--- src/rtl/sseg_scan_capture.sv ---
// sseg_scan_capture: captures 4-digit multiplexed seven-segment scans back into hex frames.
// Define SSEG_CHANGE_ONLY_EN to pulse frame_valid_o only when the captured frame changes.
module sseg_scan_capture #(
  parameter int STABLE_CYCLES  = 4,
  parameter int TIMEOUT_CYCLES = 1024
) (
  input  logic        clk_i,
  input  logic        rst_i,
  input  logic [3:0]  an_i,
  input  logic [6:0]  sseg_i,
  input  logic        dp_i,
  output logic [15:0] digits_o,
  output logic [3:0]  dps_o,
  output logic [3:0]  err_o,
  output logic        frame_valid_o,
  output logic        stale_o
);
  localparam int CW = $clog2(STABLE_CYCLES + 2);
  localparam int TW = $clog2(TIMEOUT_CYCLES + 1);
  typedef enum logic [1:0] {S_WAIT, S_SETTLE, S_LATCHED} state_t;
  state_t state;
  logic [11:0] sync1, t, prev;
  logic [CW-1:0] stab_cnt, next_cnt;
  logic [TW-1:0] timeout_cnt;
  logic [15:0] sh_dig;
  logic [3:0] sh_dp, sh_err, seen, sel;
  logic [1:0] idx;
  logic [4:0] dec;
  logic valid, same, accept, done, upd;
  function automatic logic [4:0] decode(input logic [6:0] s);
    case (s)
      7'h40: decode = 5'h00;
      7'h79: decode = 5'h01;
      7'h24: decode = 5'h02;
      7'h30: decode = 5'h03;
      7'h19: decode = 5'h04;
      7'h12: decode = 5'h05;
      7'h02: decode = 5'h06;
      7'h78: decode = 5'h07;
      7'h00: decode = 5'h08;
      7'h10: decode = 5'h09;
      7'h08: decode = 5'h0A;
      7'h03: decode = 5'h0B;
      7'h46: decode = 5'h0C;
      7'h21: decode = 5'h0D;
      7'h06: decode = 5'h0E;
      7'h0E: decode = 5'h0F;
      default: decode = 5'h10;
    endcase
  endfunction
  // next_cnt counts the current sample, so acceptance lands on the Nth identical one
  always_comb begin
    sel      = ~t[11:8];
    valid    = $onehot(sel);
    idx      = {sel[3] | sel[2], sel[3] | sel[1]};
    same     = t == prev;
    next_cnt = same ? stab_cnt + 1'b1 : CW'(1);
    accept   = state == S_SETTLE && valid && next_cnt >= CW'(STABLE_CYCLES);
    dec      = decode(t[7:1]);
  end
`ifdef SSEG_CHANGE_ONLY_EN
  logic first;
  always_comb upd = done && (first || {sh_dig, sh_dp, sh_err} != {digits_o, dps_o, err_o});
  always_ff @(posedge clk_i or negedge rst_i)
    if (!rst_i) first <= 1'b1;
    else if (upd) first <= 1'b0;
`else
  always_comb upd = done;
`endif
  always_ff @(posedge clk_i or negedge rst_i) begin
    if (!rst_i) begin
      sync1         <= '1;
      t             <= '1;
      prev          <= '1;
      state         <= S_WAIT;
      stab_cnt      <= '0;
      timeout_cnt   <= '0;
      sh_dig        <= '0;
      sh_dp         <= '0;
      sh_err        <= '0;
      seen          <= '0;
      done          <= 1'b0;
      digits_o      <= '0;
      dps_o         <= '0;
      err_o         <= '0;
      frame_valid_o <= 1'b0;
      stale_o       <= 1'b0;
    end else begin
      sync1         <= {an_i, sseg_i, dp_i};
      t             <= sync1;
      prev          <= t;
      done          <= accept && (seen | sel) == 4'hF;
      frame_valid_o <= upd;
      case (state)
        S_WAIT: if (valid) begin
          state    <= S_SETTLE;
          stab_cnt <= CW'(1);
        end
        S_SETTLE: begin
          state    <= !valid ? S_WAIT : accept ? S_LATCHED : S_SETTLE;
          stab_cnt <= next_cnt;
        end
        S_LATCHED: if (!same) begin
          state    <= valid ? S_SETTLE : S_WAIT;
          stab_cnt <= CW'(1);
        end
        default: state <= S_WAIT;
      endcase
      if (accept) begin
        sh_dig[{idx, 2'b00} +: 4] <= dec[3:0];
        sh_dp[idx]                <= ~t[0];
        sh_err[idx]               <= dec[4];
        seen[idx]                 <= 1'b1;
        timeout_cnt               <= '0;
      end else if (timeout_cnt != TW'(TIMEOUT_CYCLES)) begin
        timeout_cnt <= timeout_cnt + 1'b1;
        if (timeout_cnt == TW'(TIMEOUT_CYCLES - 1)) begin
          stale_o <= 1'b1;
          seen    <= '0;
        end
      end
      if (done) begin
        seen    <= '0;
        stale_o <= 1'b0;
      end
      if (upd) begin
        digits_o <= sh_dig;
        dps_o    <= sh_dp;
        err_o    <= sh_err;
      end
    end
  end
endmodule

--- config.mk ---
export PLATFORM = sky130hd
export DESIGN_NAME = sseg_scan_capture
export DESIGN_NICKNAME = d
export VERILOG_FILES = /design/src/rtl/sseg_scan_capture.sv
export SDC_FILE = /design/constraint.sdc
export NUM_CORES = 1
export LEC_CHECK = 0
export ABC_CLOCK_PERIOD_IN_PS = 3400
export CORE_MARGIN = 2
export CORE_UTILIZATION = 57
export DETAILED_ROUTE_END_ITERATION = 10
export PLACE_DENSITY = 0.79
export SYNTH_ARGS = -nofsm -noshare
export SYNTH_HDL_FRONTEND = slang
export SYNTH_SLANG_ARGS = --single-unit
--- constraint.sdc ---
create_clock -name clk_i -period 3.4 [get_ports clk_i]
set_input_delay 1.02 -clock clk_i [delete_from_list [all_inputs] [get_ports clk_i]]
set_output_delay 1.02 -clock clk_i [all_outputs]
set_load 0.02 [all_outputs]
After elaboration in Yosys (flattened, before gate mapping)
Cells that the tools add are included.
- add/sub/neg operators: 6
- magnitude comparators: 3
- eq/ne operators: 25
- shifts and indexed selects: 2
- muxes and demuxes: 26
- bitwise logic cells: 6
- reductions and logical operators: 16
- operator list (operator ; count):
    $pmux 5 s16 ; 1
    $eq 7x7->1 const B ; 4
    $mux 11 ; 2
    $eq 7x5->1 const B ; 3
    $eq 7x6->1 const B ; 3
    $bwmux 16 ; 1
    $mux 4 ; 4
    $shift 4x6->16 const A ; 1
    $shiftx 4x6->16 ; 1
    $eq 7x2->1 const B ; 2
    $eq 7x4->1 const B ; 2
    $eq 12x12->1 ; 1
    $add 11x1->11 const B ; 1
    $eq 11x10->1 const B ; 1
    $ne 11x11->1 const B ; 1
    $mux 3 ; 3
    $pmux 3 s3 ; 1
    $reduce_bool 3->1 ; 3
    $bwmux 4 ; 2
    $mux 2 ; 4
    $or 4x4->4 ; 2
    $eq 7x3->1 const B ; 1
    $logic_not 7->1 ; 1
    $mux 1 ; 6
    23 further kinds ; 33
- flip-flop bits (word level): 107
- bits of input ports: 14
- output and inout bits: 26
- logic and storage cells: 100

Logic depth before layout (Yosys ltp)
- depth in word-level cells: 9
- depth in mapped cells: 10
- gate-level depth less buffers: 9

Worst setup path after synthesis
Ideal clock, no wire load.
- path type: register to register
- from: register t[9]
- to: register sh_err[2]
- library setup time: 0.125 ns
- arrival: 2.733 ns
- required time: 3.275 ns
- slack: 0.542 ns
- stages on the path, launching flop included: 10
- clock period less this slack: 2.858 ns
- cell sequence: dfstp_2 fa_1 inv_1 ha_1 ha_1 or3b_1 nor4_4 buf_2 nand3_1 mux2_2
- cells in the longest elaborated chain, start to end: 7
- ends and longest elaborated chain (what ; line ; source):
    from (decl) ; 22 ; logic [11:0] sync1, t, prev;
    from (signal assigned) ; 90 ; t <= sync1;
    $not 4->4 ; 53 ; sel = ~t[11:8];
    $or 1x1->1 ; 55 ; idx = {sel[3] | sel[2], sel[3] | sel[1]};
    $lt 2x3->1 (not written as such) or $ge 2x1->1 (tied branches) ; 112 ; sh_err[idx] <= dec[4];
    $logic_and 1x1->1 (not written as such) ; 112 ;
    $mux 1 (not written as such) ; 112 ;
    $demux 1 s2 ; 112 ;
    $bwmux 4 ; 112 ;
    to (signal, indexed assignment) ; 112 ;
    to (decl) ; 26 ; logic [3:0] sh_dp, sh_err, seen, sel;
Parallel ways exist; a longest one is shown, timed or not.
A chain may end at the register's enable or synchronous reset.

Worst setup path after layout
- from: register t[9]
- to: register done
- cells in the longest elaborated chain, start to end: 7
- ends and longest elaborated chain (what ; line ; source):
    $not 4->4 ; 53 ;
    $add 1x1->2 (not written as such) ; 54 ; valid = $onehot(sel);
    $add 2x2->3 (not written as such) ; 54 ;
    $eq 3x1->1 ; 54 ;
    $logic_and 1x1->1 (2 in series) ; 58 ; accept = state == S_SETTLE && valid && next_cnt >= CW'(STABLE_CYCLES);
    $logic_and 1x1->1 (*) ; 92 ; done <= accept && (seen | sel) == 4'hF;
    to (signal assigned) ; 82 ; done <= 1'b0;
    to (signal assigned) ; 92 ;
    to (decl) ; 29 ; logic valid, same, accept, done, upd;
Mark *: on every way between the ends. The rest lies on a longest branch, timed or not.

==> results by group <==
Logic synthesis
  • Post-synthesis sequential area ratio: between 50% and 60%
  • Prevailing post-synth register cell: dfrtp_1
  • Synth Instances: 394
  • EDFF count, synth: 0
  • Synth top area share: between 30% and 40%
  • Syn_nets: 422
  • Share of flip-flops with an asynchronous set or reset: 100%
  • Netlist cell types: 56
  • FF+latch count, synth: 107
  • Top post-synthesis cells by area: dfrtp_1 (37%), dfstp_2 (20%), mux2_2 (6.6%), xnor2_1 (3.7%), ha_1 (3.4%)
  • Yosys warning count: 0
  • Cell area after synthesis: about 0.0047 mm²
  • Yosys top cell by area: dfrtp_1
  • Avg Inst Size Synth: around 12 µm²

Layout
  • N_diodes: 0
  • Nets@finish: roughly 450
  • Area growth syn-to-layout: 14.0%
  • Ratio of cells with drive above 1 in the final layout: 21.8%

Worst setup path
  • Critical path start-end classification: reg2reg
  • Data arrival, critical path: ~3.3 ns
  • Crit start category: flop
  • Worst EP required: around 3.7 ns
  • Top fanout value on the critical path: 28
  • Critical Path Sink Type: flop

Route
  • Wire length per cell: approximately 16 µm
  • Vias per cell: ~5.7
  • DRC: 0
  • 1st-iter DRT viols: between 150 and 200
  • DR pass1 iterations: 4
  • Vias: around 3100
  • Antenna Violating Nets Remaining: 0
  • Final WL: 8440 µm

Timing
  • Fmax: 332 MHz
  • RSZ-0062 raised after global routing: false
  • Worst-Margin Slew: about 1.2 ns
  • Post-route setup TNS: 0 ns
  • Fin. max-slew vios: 0
  • Worst clock skew: ~0.014 ns
  • Final setup viols: 0
  • Tmin final: between 3 and 4 ns
  • Final Hold Violating Endpoints: 0
  • Max transition margin: 19.6%
  • Crit share post-route: 88.6%

Floorplanning
  • Core Footprint: 0.00813 mm²
  • Die Y: 95.2 µm
  • IO Pins: 40
  • Die W: roughly 95 µm
  • Initial Util: about three fifths
  • Die Area: slightly above 0.009 mm²
  • # rows: 33

Power
  • Leakage: about 0.0025 µW
  • Maximum VDD drop: between 200 and 300 µV
  • Power per cell area: a little over 400 mW/mm²
  • Power Total: 2200 µW

Clock network
  • CTS H-tree depth: 3
  • Post_cts resized: 0
  • CTS root buf: clkbuf_8
  • Clk sinks: between 100 and 150
  • CTS max path bufs: 2
  • Num CTS Buffers: 9
  • Skew-Pair Late Insertion Delay: approximately 0.37 ns
  • Hold-fix buffers at CTS: 0
  • TritonCTS clock tree: done
  • CTS clk-pin slew, worst paths: between 0.1 and 0.15 ns
  • Post-CTS Setup Bufs: 0

GRT
  • Gr usage total: between 20% and 30%
  • GRT overflow: 0
  • Initial antenna violation count: 0
  • First-pass GRT wire length: 14300 µm
  • Pin count of the biggest net entering global routing: 57
  • Number of global-route vias before repair: between 2000 and 3000

Status
  • Status: finished clean

Flow run
  • Max_cap viols: 0

Placement
  • Routability cong.: about 0.87
  • DP HPWL: approximately 5700 µm
  • Port Buf Inserts: 39

Worst hold path
  • HP Class: reg2reg
## synth_stat cells, drive strengths merged (2+ instances only)
cell and instances:
a21oi 8, or4b 2, o21ai 5, nor4b 2, nor4 4, a41o 16, nor3 9, nand2b 7
buf 11, inv 34, nor3b 4, o41ai 2, nor2b 2, nand3 10, dfstp 36, mux2 28
or3b 2, a22o 2, mux2i 4, ha 13, dfrtp 71, a31oi 16, nand2 10, clkbuf 13
nor2 21, xor2 3, xnor2 20, o311ai 3, nand4 7, nand4b 2, o22ai 7, and2 2
and3 3
## power by group
part / internal [µW] / switching (µW) / leakage, µW / total [µW]
clock network: 282 / 446 / 0.0000927 / 728
logic: 54.3 / 72.1 / 0.00104 / 126
registers: 1310 / 32.1 / 0.00135 / 1350
## cells by family after synthesis
family | Yosys count | synth area share (%)
flip-flops | 107 | 57.4
AO/OA/AOI/OAI | 68 | 10.8
adder cells (fa/ha/maj) | 15 | 4.06
buffers and inverters | 58 | 4.93
XOR/XNOR | 23 | 4.25
AND/OR/NAND/NOR | 91 | 11.1
multiplexers | 32 | 7.49
## path summary, 6_finish.rpt
path / start / to / slack, ns / cells after the start
max: t[9]$_DFF_PN1_ / done$_DFF_PN0_ / 0.39 / 9
min: sync1[10]$_DFF_PN1_ / t[10]$_DFF_PN1_ / 0.35 / 0
max reg2reg: t[9]$_DFF_PN1_ / done$_DFF_PN0_ / 0.39 / 9
min reg2reg: sync1[10]$_DFF_PN1_ / t[10]$_DFF_PN1_ / 0.35 / 0
max in group asynchronous: rst_i / t[11]$_DFF_PN1_ / 1.95 / 2
min in group asynchronous: rst_i / dps_o[3]$_DFFE_PN0P_ / 0.71 / 1
## layout make-up
type / count / area [µm²]
repair buffers: 45 / 458
clock inverters: 6 / 52.6
clock buffers: 10 / 128
multi-input cells: 229 / 1790
fillers: 591 / 2730
well taps: 105 / 131
inverters: 34 / 128
flip-flops and latches: 107 / 2720
## metal layers
layer / part of all wire (%) / vias up / global-route usage (%)
met4: 2.1 / 0 / 8.21
met2: 48 / 63 / 31.8
met5: 0 / - / 0
met3: 3.0 / 15 / 2.85
met1: 46 / 1517 / 28.9
li1: - / 1460 / -
## critical path, stage by stage, from the launching register on
cell,delay (ns)
dfstp_2,0.59
fa_1,0.42
inv_1,0.07
ha_1,0.14
ha_1,0.21
or3b_1,0.44
nor4_4,0.39
and2_1,0.24
buf_12,0.19
nor4b_1,0.23
## metrics by stage
stage	area [µm²]	hold slack [ns]	utilization [%]	instances	setup WS (ns)
final	5410	0.353	66.5	536	0.388
after global routing	5410	0.338	66.5	536	0.205
after CTS	5410	0.355	66.5	536	0.386
after detailed placement	5230	0.347	64.3	520	0.381
after global placement	5230	0.346	64.3	520	0.484
after floorplan	4740	0.345	-	394	0.542
## registers in the layout, summed over array words and instances, names as in the netlist, 2 cells and up
signal and cells:
t 12, stab_cnt 3, timeout_cnt 11, sync1 12
sh_err 4, digits_o 16, dps_o 4, seen 4
err_o 4, prev 12, sh_dp 4, state 2
sh_dig 16
## cell usage in the layout, fill, tap and decap left out, types with 2 or more instances in the layout
cell type,netlist,routed
inv_1,34,34
mux2_2,28,28
nor3_2,2,2
a22o_1,2,2
clkbuf_8,0,9
nor2_1,21,21
nor2b_1,2,2
o22ai_1,7,7
a41o_1,16,16
xor2_1,3,3
nor3_1,7,7
dfrtp_1,71,71
nor4b_1,2,2
o21ai_0,5,5
nand2b_1,7,7
nand3_1,10,10
o311ai_0,2,2
o41ai_1,2,2
nor4_1,3,3
nor3b_1,4,4
nand2_1,10,10
a31oi_1,16,16
or3b_1,2,2
xnor2_1,20,20
clkdlybuf4s50_1,0,38
and3_1,3,3
nand4_1,7,7
buf_12,0,2
mux2i_1,4,4
buf_4,0,5
dfstp_2,36,36
a21oi_1,7,7
nand4b_1,2,2
ha_1,13,13
inv_6,0,5
Power figures use the tool's default switching activity.
